===== config.mk =====
export PLATFORM = sky130hd
export DESIGN_NAME = ir_array_decay_timer
export DESIGN_NICKNAME = d
export VERILOG_FILES = /design/src/rtl/ir_array_decay_timer.sv
export SDC_FILE = /design/constraint.sdc
export NUM_CORES = 1
export LEC_CHECK = 0
export BUFFER_PORTS_ARGS = -buffer_cell sky130_fd_sc_hd__buf_2
export CAP_MARGIN = 20
export CELL_PAD_IN_SITES_DETAIL_PLACEMENT = 2
export CELL_PAD_IN_SITES_GLOBAL_PLACEMENT = 2
export CORE_ASPECT_RATIO = 0.75
export CORE_MARGIN = 1.5
export CORE_UTILIZATION = 38
export CTS_CLUSTER_DIAMETER = 60
export DETAILED_ROUTE_END_ITERATION = 16
export PLACE_DENSITY_LB_ADDON = 0.25
export SLEW_MARGIN = 20
export SYNTH_ARGS = -nofsm -noshare
export SYNTH_HDL_FRONTEND = slang
export SYNTH_SLANG_ARGS = --single-unit

===== constraint.sdc =====
create_clock -name clock -period 6.18 [get_ports clock]
set_input_delay 0.618 -clock clock [delete_from_list [all_inputs] [get_ports clock]]
set_output_delay 0.618 -clock clock [all_outputs]
set_load 0.005 [all_outputs]

===== src/rtl/ir_array_decay_timer.sv =====
// ir_array_decay_timer
//
// Multi-channel RC-discharge IR reflectance front end. Each measurement cycle
// charges every sensor capacitor, then times how long each line takes to decay
// to 0. Per-channel codes are (count >> SHIFT), saturated to the OUT_W all-ones
// value, and published together with per-channel timeout flags and a one-cycle
// valid strobe.
//
// Optional feature (macro IR_THRESHOLD_EN): adds parameter THRESHOLD and output
// isBlack, registered with the codes: isBlack[i] = (code_i >= THRESHOLD) | timeout_i.
//
// Ports:
//   clock         system clock
//   reset         synchronous, active-high reset
//   enable        level; measurement cycles run back-to-back while high
//   inSignal      raw asynchronous sensor lines, channel i is bit i
//   chargeOut     charge drive, all bits equal, high during CHARGE
//   codes         channel i is bits [i*OUT_W +: OUT_W]
//   timeoutFlags  1 = channel did not decay before timeout in the last cycle
//   valid         one-cycle strobe, codes/flags updated this cycle
//   busy          high in CHARGE and MEASURE
//   isBlack       (IR_THRESHOLD_EN only) thresholded line/background decision

module ir_array_decay_timer #(
    parameter int unsigned NCH            = 8,
    parameter int unsigned CHARGE_CYCLES  = 1024,
    parameter int unsigned TIMEOUT_CYCLES = 67108864,
    parameter int unsigned CNT_W          = 32,
    parameter int unsigned SHIFT          = 18,
    parameter int unsigned OUT_W          = 8
`ifdef IR_THRESHOLD_EN
    ,
    parameter int unsigned THRESHOLD      = 100
`endif
) (
    input  logic                   clock,
    input  logic                   reset,
    input  logic                   enable,
    input  logic [NCH-1:0]         inSignal,
    output logic [NCH-1:0]         chargeOut,
    output logic [NCH*OUT_W-1:0]   codes,
    output logic [NCH-1:0]         timeoutFlags,
    output logic                   valid,
    output logic                   busy
`ifdef IR_THRESHOLD_EN
    ,
    output logic [NCH-1:0]         isBlack
`endif
);

    localparam logic [1:0] S_IDLE    = 2'd0;
    localparam logic [1:0] S_CHARGE  = 2'd1;
    localparam logic [1:0] S_MEASURE = 2'd2;
    localparam logic [1:0] S_DONE    = 2'd3;

    localparam logic [CNT_W-1:0] CHARGE_LAST  = CNT_W'(CHARGE_CYCLES - 1);
    localparam logic [CNT_W-1:0] TIMEOUT_LAST = CNT_W'(TIMEOUT_CYCLES - 1);
    localparam logic [CNT_W-1:0] CODE_MAX     = CNT_W'((64'd1 << OUT_W) - 64'd1);

    logic [1:0]           state_q, state_d;
    logic [CNT_W-1:0]     cnt_q, cnt_d;
    logic [NCH-1:0]       sync1_q, sync_q;
    logic [NCH-1:0]       latched_q, latched_d;
    logic [NCH*OUT_W-1:0] shadow_code_q, shadow_code_d;
    logic [NCH-1:0]       shadow_to_q, shadow_to_d;
    logic [NCH*OUT_W-1:0] codes_q;
    logic [NCH-1:0]       flags_q;
    logic                 valid_q;
    logic                 done_d;

    // One shared saturating code: every channel that latches this cycle sees
    // the same counter value, so a single compare serves all of them.
    logic [CNT_W-1:0] shifted;
    logic [OUT_W-1:0] code_now;

    assign shifted  = cnt_q >> SHIFT;
    assign code_now = (shifted > CODE_MAX) ? {OUT_W{1'b1}} : shifted[OUT_W-1:0];

    always_comb begin
        // NOTE: every variable gets a default before the case so no path
        // leaves one unassigned, which would otherwise infer a latch.
        state_d       = state_q;
        cnt_d         = cnt_q;
        latched_d     = latched_q;
        shadow_code_d = shadow_code_q;
        shadow_to_d   = shadow_to_q;
        done_d        = 1'b0;

        case (state_q)
            S_IDLE: begin
                cnt_d     = '0;
                latched_d = '0;
                if (enable) state_d = S_CHARGE;
            end
            S_CHARGE: begin
                if (cnt_q == CHARGE_LAST) begin
                    cnt_d   = '0;
                    state_d = S_MEASURE;
                end else begin
                    cnt_d = cnt_q + 1'b1;
                end
            end
            S_MEASURE: begin
                cnt_d = cnt_q + 1'b1;
                for (int i = 0; i < NCH; i++) begin
                    if (!latched_q[i] && !sync_q[i]) begin
                        latched_d[i]                     = 1'b1;
                        shadow_code_d[i*OUT_W +: OUT_W]  = code_now;
                        shadow_to_d[i]                   = 1'b0;
                    end
                end
                if (&latched_d) begin
                    done_d = 1'b1;
                end else if (cnt_q == TIMEOUT_LAST) begin
                    // Latch check above already ran, so a channel resolving
                    // on the final count keeps its real code and a 0 flag.
                    for (int i = 0; i < NCH; i++) begin
                        if (!latched_d[i]) begin
                            shadow_code_d[i*OUT_W +: OUT_W] = {OUT_W{1'b1}};
                            shadow_to_d[i]                  = 1'b1;
                        end
                    end
                    done_d = 1'b1;
                end
                if (done_d) state_d = S_DONE;
            end
            default: begin
                state_d = S_IDLE;
            end
        endcase
    end

    always_ff @(posedge clock) begin
        if (reset) begin
            state_q       <= S_IDLE;
            cnt_q         <= '0;
            sync1_q       <= '1;
            sync_q        <= '1;
            latched_q     <= '0;
            shadow_code_q <= '0;
            shadow_to_q   <= '0;
            codes_q       <= '0;
            flags_q       <= '0;
            valid_q       <= 1'b0;
        end else begin
            // NOTE: non-blocking assignments so every register samples the
            // pre-edge values; the two sync stages rely on this ordering.
            state_q       <= state_d;
            cnt_q         <= cnt_d;
            sync1_q       <= inSignal;
            sync_q        <= sync1_q;
            latched_q     <= latched_d;
            shadow_code_q <= shadow_code_d;
            shadow_to_q   <= shadow_to_d;
            valid_q       <= done_d;
            // Outputs load on the edge into DONE so they are already stable
            // while valid is high during DONE.
            if (done_d) begin
                codes_q <= shadow_code_d;
                flags_q <= shadow_to_d;
            end
        end
    end

`ifdef IR_THRESHOLD_EN
    logic [NCH-1:0] black_q, black_d;

    always_comb begin
        black_d = '0;
        for (int i = 0; i < NCH; i++) begin
            black_d[i] = (32'(shadow_code_d[i*OUT_W +: OUT_W]) >= THRESHOLD) | shadow_to_d[i];
        end
    end

    always_ff @(posedge clock) begin
        if (reset) begin
            black_q <= '0;
        end else if (done_d) begin
            black_q <= black_d;
        end
    end

    assign isBlack = black_q;
`endif

    assign chargeOut    = {NCH{state_q == S_CHARGE}};
    assign busy         = (state_q == S_CHARGE) || (state_q == S_MEASURE);
    assign codes        = codes_q;
    assign timeoutFlags = flags_q;
    assign valid        = valid_q;

endmodule


# Word-level counts from Yosys, hierarchy flattened
# Cells that the tools add are included.
# classes
n_addsub	1
n_lt_le_gt_ge	1
reduce_logical	30
n_eq_ne	7
muxes	66
# ops
cell	count
$mux 64	3
$mux 8	20
$pmux 32 s3	1
$mux 1	36
$add 32x1->32 const B	1
$eq 32x10->1 const B	1
$eq 32x26->1 const B	1
$mux 32	1
$logic_not 1->1	16
$pmux 8 s2	1
$gt 14x8->1 const B	1
$logic_and 1x1->1	8
$reduce_and 8->1	1
$mux 2	3
$pmux 2 s3	1
$ne 2x2->1 const B	2
$reduce_and 3->1	1
$reduce_bool 3->1	1
$eq 2x1->1 const B	1
$eq 2x2->1 const B	1
$logic_not 2->1	1
$ne 2x1->1 const B	1
$reduce_bool 2->1	1
$logic_or 1x1->1	1
# totals
register_bits	203
input_bits	11
word_cells	115
out_inout_bits	82

# Logic depth before layout (Yosys ltp)
# logic_depth
word_depth	9
mapped_depth	10
ltp_nobuf	8

# Worst setup path before layout
# Ideal clock, no wire load.
# synth_timing
kind	register to register
startpoint	reg cnt_q[0]
endpoint	reg flags_q[3] (netlist: timeoutFlags[3])
stages_incl_launch_ff	10
synth_period_minus_slack_ps	2221
t_required_ps	6049
setup_time_ps	131
arrival_time_ps	2091
slack_ps	3959
path_buffers	2
path_cell_list	dfxtp_1 > ha_1 > nand3_4 > nor4_4 > and3_1 > buf_4 > o21ai_1 > clkbuf_1 > nand3_1 > o41ai_2
# synth_between
elab_chain_len	5
elab_cells_between_ends	8
cone_classes	eq/ne: 1; mux: 7
# synth_rtl
item	line_no	rtl
start: declaration	61	logic [CNT_W-1:0] cnt_q, cnt_d;
start signal: assignment	149	cnt_q <= cnt_d;
$eq 32x26->1 *	114	end else if (cnt_q == TIMEOUT_LAST) begin
$mux 1	114	
$mux 1	112	if (&latched_d) begin
$mux 1 (2 in series)	89	case (state_q)
end signal: assignment	160	flags_q <= shadow_to_d;
end: declaration	67	logic [NCH-1:0] flags_q;
# Mark *: on every way between the ends. The rest lies on a longest branch, timed or not. The select of a mux whose other input is x is not followed.
# A chain may end at the register's enable or synchronous reset.

# Worst setup path in the final report
# layout_timing
startpoint	reg cnt_q[0]
endpoint	reg codes_q[26] (netlist: codes[26])
# layout_between
elab_chain_len	5
elab_cells_between_ends	8
cone_classes	eq/ne: 1; mux: 7
# layout_rtl
item	line_no	rtl
$eq 32x26->1 *	114	
$mux 1	114	
$mux 1	112	
$mux 1 (2 in series)	89	
end signal: assignment	159	codes_q <= shadow_code_d;
end: declaration	66	logic [NCH*OUT_W-1:0] codes_q;
# Marked as above.

==> impl_metrics.xml <==
<?xml version="1.0" encoding="UTF-8"?>
<metrics>
  <group name="clock_tree">
    <metric name="cts_sinks" unit="">203</metric>
    <metric name="cts_post_setup_buffers_inserted" unit="">0</metric>
    <metric name="cts_buffers" unit="">23</metric>
    <metric name="cts-root-to-sink-buffers" unit="">3</metric>
    <metric name="post_cts_resized" unit="">0</metric>
    <metric name="clk_pin_slew_worst_paths" unit="ps">60</metric>
    <metric name="insertion_delay" unit="ps">510</metric>
    <metric name="tritoncts_clock_tree" unit="">built</metric>
    <metric name="htreeDepth" unit="">1</metric>
    <metric name="clock-root-buffer" unit="">clkbuf_16</metric>
    <metric name="postCtsHoldBufs" unit="">0</metric>
  </group>
  <group name="sta">
    <metric name="total_setup_violations_reported_at_the_end_of_the_flow" unit="">0</metric>
    <metric name="finClkSkew" unit="ps">11.3</metric>
    <metric name="rsz0062_at_grt" unit="">no</metric>
    <metric name="min_period" unit="ps">3350</metric>
    <metric name="slew_viol_final" unit="">0</metric>
    <metric name="worst_slack" unit="ps">2830</metric>
    <metric name="period_share" unit="%">54.2</metric>
    <metric name="hold_viol" unit="">0</metric>
    <metric name="slew-limit-headroom" unit="%">30.0</metric>
    <metric name="worst_hold_slack" unit="ps">287</metric>
    <metric name="worst_slew_pin_slew" unit="ps">1050</metric>
    <metric name="fin_tns_setup" unit="ps">0</metric>
    <metric name="fmax" unit="MHz">299</metric>
  </group>
  <group name="critical_path">
    <metric name="crit_start_category" unit="">register</metric>
    <metric name="criticalPathCategory" unit="">reg -&gt; reg</metric>
    <metric name="cpMaxStageDelayCell" unit="">o21a_4</metric>
    <metric name="crit_path_cell_trace" unit="">ha_1 &gt; nand3_4 &gt; nor4_4 &gt; and3_1 &gt; o21a_4 &gt; nor2_1 &gt; a211oi_1</metric>
    <metric name="crit_required" unit="ps">6590</metric>
    <metric name="timing.critical_path.fanout_max" unit="">68</metric>
    <metric name="slowest_delay" unit="ps">770</metric>
    <metric name="cp_data_arrival_time" unit="ps">3760</metric>
    <metric name="worst_setup_path_end_kind" unit="">register</metric>
  </group>
  <group name="global_route">
    <metric name="vias_in_the_first_global_route" unit="">8308</metric>
    <metric name="largest_net_degree_at_the_start_of_global_routing" unit="">95</metric>
    <metric name="global_route.usage.total" unit="%">23.8</metric>
    <metric name="first_pass_grt_wire_length" unit="um">45300</metric>
    <metric name="grt_remaining_overflow" unit="">0</metric>
    <metric name="initial_antenna_violation_count" unit="">0</metric>
  </group>
  <group name="synth">
    <metric name="synth_top_flop_cell" unit="">dfxtp_1</metric>
    <metric name="ys_seq_elements" unit="">203</metric>
    <metric name="async_reset_ff_share" unit="%">0</metric>
    <metric name="ys_types" unit="">60</metric>
    <metric name="syn_nets" unit="">1017</metric>
    <metric name="synthesis.area_per_instance" unit="um2">8.65</metric>
    <metric name="postSynthCellCount" unit="">1000</metric>
    <metric name="synth-edff-count" unit="">0</metric>
    <metric name="synth.yosys.warnings" unit="">0</metric>
    <metric name="post_synth_main_area_contributors" unit="">dfxtp_1 (47%), nor2_1 (6.9%), a211oi_1 (6.2%)</metric>
    <metric name="syn_area" unit="um2">8650</metric>
    <metric name="yosysSeqAreaShare" unit="%">47.0</metric>
    <metric name="synth.largest_area_cell" unit="">dfxtp_1</metric>
    <metric name="yosys.area.top_type_share" unit="%">47.0</metric>
  </group>
  <group name="die">
    <metric name="num_rows" unit="">47</metric>
    <metric name="ioPinCount" unit="">93</metric>
    <metric name="die_width" unit="um">177</metric>
    <metric name="fp.dieArea" unit="um2">23700</metric>
    <metric name="die_height" unit="um">134</metric>
    <metric name="effective_utilization_at_floorplan" unit="%">38.9</metric>
    <metric name="core-area" unit="um2">22200</metric>
  </group>
  <group name="placed_design">
    <metric name="place_worst_setup_slack" unit="ps">2910</metric>
    <metric name="placedInstanceArea" unit="um2">9190</metric>
    <metric name="port-buffer-count" unit="">92</metric>
    <metric name="place_congestion" unit="">0.750</metric>
    <metric name="place_hpwl" unit="um">17900</metric>
  </group>
  <group name="detailed_routing">
    <metric name="wl" unit="um">27900</metric>
    <metric name="vias_per_cell" unit="">5.72</metric>
    <metric name="drt_iter0_markers" unit="">430</metric>
    <metric name="route.antenna.remaining_nets" unit="">0</metric>
    <metric name="num_vias" unit="">7787</metric>
    <metric name="drc_errors" unit="">0</metric>
    <metric name="firstDrtPassIters" unit="">4</metric>
    <metric name="wire_per_inst" unit="um">20.5</metric>
  </group>
  <group name="power_and_ir_drop">
    <metric name="leakage" unit="nW">3.81</metric>
    <metric name="max-vdd-ir-drop" unit="V">0.000188</metric>
    <metric name="power.density_cell_area" unit="nW/um2">343</metric>
  </group>
  <group name="final_layout">
    <metric name="commonest_non_fill_non_tap_cell_in_the_layout" unit="">dfxtp_1</metric>
    <metric name="final_area" unit="um2">9930</metric>
    <metric name="n_fill_cell" unit="">2484</metric>
    <metric name="layout-drive-gt1-share" unit="%">19.1</metric>
    <metric name="areaGrowthSynthToFinish" unit="%">14.7</metric>
    <metric name="most-common-layout-cells" unit="">dfxtp_1 (203), nor2_1 (157), nand2_1 (112)</metric>
    <metric name="nNetsFinal" unit="">1067</metric>
    <metric name="num_antenna_cells" unit="">0</metric>
  </group>
  <group name="hold_path">
    <metric name="holdCritPathClass" unit="">in -&gt; reg</metric>
  </group>
  <group name="job">
    <metric name="max_cap_viol_count" unit="">0</metric>
  </group>
  <group name="status">
    <metric name="status" unit="">finished, final reports clean</metric>
  </group>
</metrics>
metrics by stage:
step	cells	power [mW]	utilization, %
6_report	1361	3.40	44.7
3_3_place_gp	1319	2.05	41.4
4_1_cts	1361	3.43	44.6
2_1_floorplan	1000	1.93	-
3_5_place_dp	1319	2.08	41.4
5_1_grt	1361	3.57	44.7
critical path, delay by kind of cell, from the launching register on:
kind,cells,cell delay [ps]
compound gates,2,1060
simple gates,4,1480
flops,1,420
fa+ha+maj,1,270
layer usage:
metal	global-route usage [%]	wire length, um	vias to the layer above	share of wire [%]
met5	0	0	-	0
met4	4.11	393	0	1.4
met3	3.05	953	30	3.4
met2	40.8	13300	123	48
met1	32.3	13200	3896	48
li1	-	-	3738	-
logic make-up after synthesis:
logic type                 after synthesis  synth area share (%)
adders and majority gates                6                 0.868
buffers and inverters                   92                  5.07
AOI/OAI and AO/OA                      298                  25.1
xor gates and xnor gates                 5                 0.506
DFF                                    203                  47.0
muxes                                    7                 0.940
and+or+nand+nor                        389                  20.6
path summary, 6_finish.rpt:
kind,from,end,slack (ps),depth (start not counted)
worst max-delay path,cnt_q[0],codes[26],2830,7
worst min-delay path,inSignal[5],sync1_q[5],290,2
worst max register to register,cnt_q[0],codes[26],2830,7
worst min register to register,sync1_q[7],sync_q[7],410,1
state kept, by name (all words and copies together) (netlist names), 2 cells and up:
name and count:
cnt_q 32, codes 64, latched_q 8, shadow_code_q 64, shadow_to_q 8, state_q 2, sync1_q 8, sync_q 8
timeoutFlags 8
layout make-up:
class / instances / area [um2] / area share (%)
Clock inverter: 6 / 62.6 / 0.630
Timing Repair Buffer: 104 / 553 / 5.57
Tap cell: 294 / 368 / 3.71
Multi-Input combinational cell: 705 / 4170 / 42.0
Clock buffer: 36 / 664 / 6.69
Inverter: 13 / 48.8 / 0.491
Sequential cell: 203 / 4060 / 40.9
synth_stat cells (3+ instances only):
master and instances:
nor3_2 3, o21ai_0 39, nand3_1 25, nor3_1 9
nand2b_1 19, nand2_1 112, nor2_1 159, clkbuf_1 54
ha_1 6, a211oi_1 71, a22o_1 4, nand4_1 12
o211a_1 16, a2bb2oi_1 3, clkbuf_2 3, a21oi_1 38
o41ai_1 3, o221a_2 24, a31oi_1 24, o211ai_1 31
xor2_1 4, and3_1 9, mux2i_1 4, buf_4 9
mux2i_2 3, o22ai_1 24, a21o_1 4, buf_6 5
dfxtp_1 203, inv_1 11, a221o_1 4, nor4_1 5
buf_2 6, or2_2 22
power breakdown:
part / internal (mW) / leakage (nW) / switching, mW
Combinational: 0.215 / 1.81 / 0.371
Clock: 0.782 / 0.358 / 0.554
Sequential: 1.42 / 1.64 / 0.0640
Total: 2.41 / 3.81 / 0.989
Note: power is estimated with default switching activity, not from simulation.
